$ cat config.mk
export PLATFORM = sky130hd
export DESIGN_NAME = rng_lfsr
export DESIGN_NICKNAME = d
export VERILOG_FILES = /design/src/rtl/rng_pkg.sv /design/src/rtl/rng_lfsr_step.sv /design/src/rtl/rng_lfsr.sv
export SDC_FILE = /design/constraint.sdc
export NUM_CORES = 1
export LEC_CHECK = 0
export BUFFER_PORTS_ARGS = -buffer_cell sky130_fd_sc_hd__buf_2
export CORE_MARGIN = 2
export CORE_UTILIZATION = 30
export CTS_BUF_LIST = sky130_fd_sc_hd__clkbuf_8
export DETAILED_ROUTE_END_ITERATION = 10
export SLEW_MARGIN = 20
export SYNTH_ARGS = -nofsm -noshare
export SYNTH_HDL_FRONTEND = slang
export SYNTH_SLANG_ARGS = --single-unit
$ cat constraint.sdc
create_clock -name clk -period 1.3 [get_ports clk]
set_input_delay 0.26 -clock clk [delete_from_list [all_inputs] [get_ports clk]]
set_output_delay 0.26 -clock clk [all_outputs]
set_load 0.05 [all_outputs]
$ cat src/rtl/rng_pkg.sv
// Shared constants and the state type for the chip8 RNG LFSR.
// Used by lfsr_step and rng_lfsr.
package rng_pkg;

  typedef logic [15:0] lfsr_state_t;

  // x^16+x^14+x^13+x^11+1 in right-shift Galois form (maximal length)
  localparam lfsr_state_t POLY         = 16'hB400;
  localparam lfsr_state_t DEFAULT_SEED = 16'hACE1;
  localparam lfsr_state_t GUARD_STATE  = 16'h0001;

endpackage : rng_pkg

$ cat src/rtl/rng_lfsr_step.sv
// One combinational Galois right-shift step of the 16-bit RNG LFSR.
module lfsr_step
  import rng_pkg::*;
(
  input  lfsr_state_t s_i,
  output lfsr_state_t s_o
);

  always_comb begin
    s_o = s_i >> 1;
    if (s_i[0]) begin
      s_o = s_o ^ POLY;
    end
  end

endmodule : lfsr_step

$ cat src/rtl/rng_lfsr.sv
// Free-running pseudo-random byte source: STEPS_PER_CLK chained LFSR steps per clock.
// Optional zero-state lockup guard enabled by defining RNG_LOCKUP_GUARD_EN.
module rng_lfsr
  import rng_pkg::*;
#(
  parameter lfsr_state_t SEED          = DEFAULT_SEED,
  parameter int          STEPS_PER_CLK = 8   // legal range 1..16
) (
  input  logic       clk,
  input  logic       rst,
  output logic [7:0] x
);

  lfsr_state_t state_q;
  lfsr_state_t state_d;
  lfsr_state_t next_raw;

  // chain[0] is the current state, chain[STEPS_PER_CLK] the fully advanced one
  lfsr_state_t chain [0:STEPS_PER_CLK];

  assign chain[0] = state_q;

  for (genvar g = 0; g < STEPS_PER_CLK; g++) begin : g_step
    lfsr_step u_step (
      .s_i (chain[g]),
      .s_o (chain[g+1])
    );
  end

  always_comb begin
    next_raw = chain[STEPS_PER_CLK];
    if (rst) begin
      next_raw = SEED;
    end
    state_d = next_raw;
`ifdef RNG_LOCKUP_GUARD_EN
    // zero is a fixed point of the step; never let it into the register
    if (next_raw == 16'h0000) begin
      state_d = GUARD_STATE;
    end
`endif
  end

  always_ff @(posedge clk) begin
    state_q <= state_d;
  end

  assign x = state_q[7:0];

endmodule : rng_lfsr

==> impl_metrics.ini <==
[sta]
fin_worst_skew_ns = 0.000543
min_period_over_period_pct = 95.8
worst_pin_slew_ns = 0.342
period_needed_ns = 1.24
setup_viol = 0
final.setup.tns_ns = 0
max_slew_margin_pct = 77.0
timing.final.hold_violations = 0
slew_viol_final = 0
fmax_ghz = 0.803
rsz0062_at_grt = no

[cts]
clock_path_buffers = 2
cts_buffers = 3
post_cts_resized = 0
cts_root_buf = clkbuf_8
clkLatencyLatePin_ns = 0.25
htree_levels = 1
cts_tree = done
post_cts_buffers = 0
cts_hold_buf = 0
cts_num_sinks = 16
cts.reportedPaths.clkPinSlew_ns = 0.06

[logic_synthesis]
yosys.area.top_type = dfxtp_1
seq_area_frac_synth_pct = 50.1
synth_ff_type = dfxtp_1
synth-seq-cells = 16
async_flop_share_pct = 0
synthesis.area_sq_um = 639
netlist_top_cells_count = dfxtp_1, xnor2_1, buf_4
yosysWarnings = 0
syn-num-nets = 62
synth_top_area_share_pct = 50.1
synth_cell_types = 13
avgSynthCellArea_sq_um = 10.7
synth.area.top_cells = dfxtp_1, xnor2_1, buf_4
synth_edf_count = 0
synthesis.instances = 60
synth_most_common_cell = dfxtp_1

[worst_setup_path]
regToRegStartpoint = state_q[1]$_SDFF_PP0_
reg2reg_slack_ns = 0.30
path_buf_inv = 1
critPathTopFamily = flip-flops
reg2reg_depth = 3
critPathMaxFanout = 3
setup.worst_path.start = state_q[3]$_SDFF_PP0_
crit_type = reg2out
cp-end-kind = primary output
cp.arrival_ns = 0.98
crit_path_cell_trace = buf_2
max_stage_delay_ns = 0.43
critPathRequiredTime_ns = 1.04
cpMaxStageDelayCell = dfxtp_1
reg2reg_to = state_q[6]$_SDFF_PP1_
start_kind = flop

[floorplanning]
die_area_sq_um = 2520
die_w_um = 50.2
start_util_pct = 32.3
coreArea_sq_um = 1980
io_pins = 10
die_h_um = 50.2
rows = 16

[detailed_routing]
firstDrtPassIters = 2
drtAntennaViolNets = 0
wirelength_um = 885
avgViaCountPerCell = 3.76
wire_per_inst_um = 9.73
via_count = 342
drc = 0
drt_iter0_drc = 2

[min_path]
min-delay-start = rst
hold_path.class = in2reg
whs_path_depth = 2
holdPathEnd = state_q[8]$_SDFF_PP0_

[layout]
area_delta_synth_final_pct = 11.0
diodes = 0
layout.nets = 67
top_register = state_q
drive_gt1_share_pct = 25.0
largest_reg_flops = 16
fillers = 200
top_regs = state_q: 16 flops

[grt]
grt_max_degree = 17
grt_pass1_vias = 330
grt_pass1_wl_mm = 1.61
gr-total-overflow = 0
track_usage_pct = 9.61
grt_antenna_before_repair = 0

[place]
gp_congestion = 0.705
numPortBuffers = 9
dp_hpwl_um = 589

[status]
outcome = complete, no violations

[job]
max_cap_violations = 0
worst register-to-register path: cells and delay by family, from the launching register on:
kind | cells | cell delay [ns]
DFF | 1 | 0.36
and+or+nand+nor | 1 | 0.07
xor gates and xnor gates | 2 | 0.45
per-layer routing:
metal / GRT usage, % / vias up / routed length (um)
li1: - / 181 / -
met1: 12.4 / 146 / 435
met2: 10.7 / 10 / 328
met3: 4.76 / 5 / 76
met4: 9.72 / 0 / 44
met5: 0 / - / 0
cell type report:
| type | instances | area, sq um | area share [%] |
|---|---|---|---|
| Clock buffer | 4 | 55.1 | 7.76 |
| Tap cell | 27 | 33.8 | 4.76 |
| Multi-Input combinational cell | 35 | 255 | 36.0 |
| Sequential cell | 16 | 320 | 45.1 |
| Timing Repair Buffer | 9 | 45.0 | 6.35 |
worst max path at each step:
| stage | slack [ns] | depth (start not counted) | to |
|---|---|---|---|
| 6_report | 0.06 | 1 | x[3] |
| 5_1_grt | 0.01 | 1 | x[3] |
| 4_1_cts | 0.04 | 1 | x[1] |
| 3_5_place_dp | 0.31 | 3 | state_q[10]$_SDFF_PP1_ |
| 3_3_place_gp | 0.31 | 3 | state_q[10]$_SDFF_PP1_ |
| 2_1_floorplan | 0.39 | 3 | state_q[5]$_SDFF_PP1_ |
layout by cell type (no fill, tap or decap):
master	count
dfxtp_1	16
nor3_1	1
nand2b_1	5
and2_1	1
nor2_1	5
or2_1	1
xnor2_1	13
buf_2	9
clkbuf_8	4
or2_2	2
xnor2_2	1
nor2b_1	3
xor2_1	3
through the flow:
step	utilization, %	worst slack (ns)	instances	cell area [sq um]	hold slack (ns)
detailed placement	33.0	0.311	87	654	0.397
global route	35.8	0.0116	91	709	0.367
CTS	35.8	0.0429	91	709	0.337
finish	35.8	0.0552	91	709	0.339
global placement	33.0	0.309	87	654	0.392
floorplan	-	0.386	60	639	0.332
cells by family after synthesis:
kind of cell              after synthesis  synth area share (%)
DFF                                    16                  50.1
and+or+nand+nor                        18                  15.5
xor gates and xnor gates               17                  24.5
buffers and inverters                   9                  9.98
Power is not shown: default switching activity piles up to over one toggle a cycle in this logic, so the estimate is an artifact.
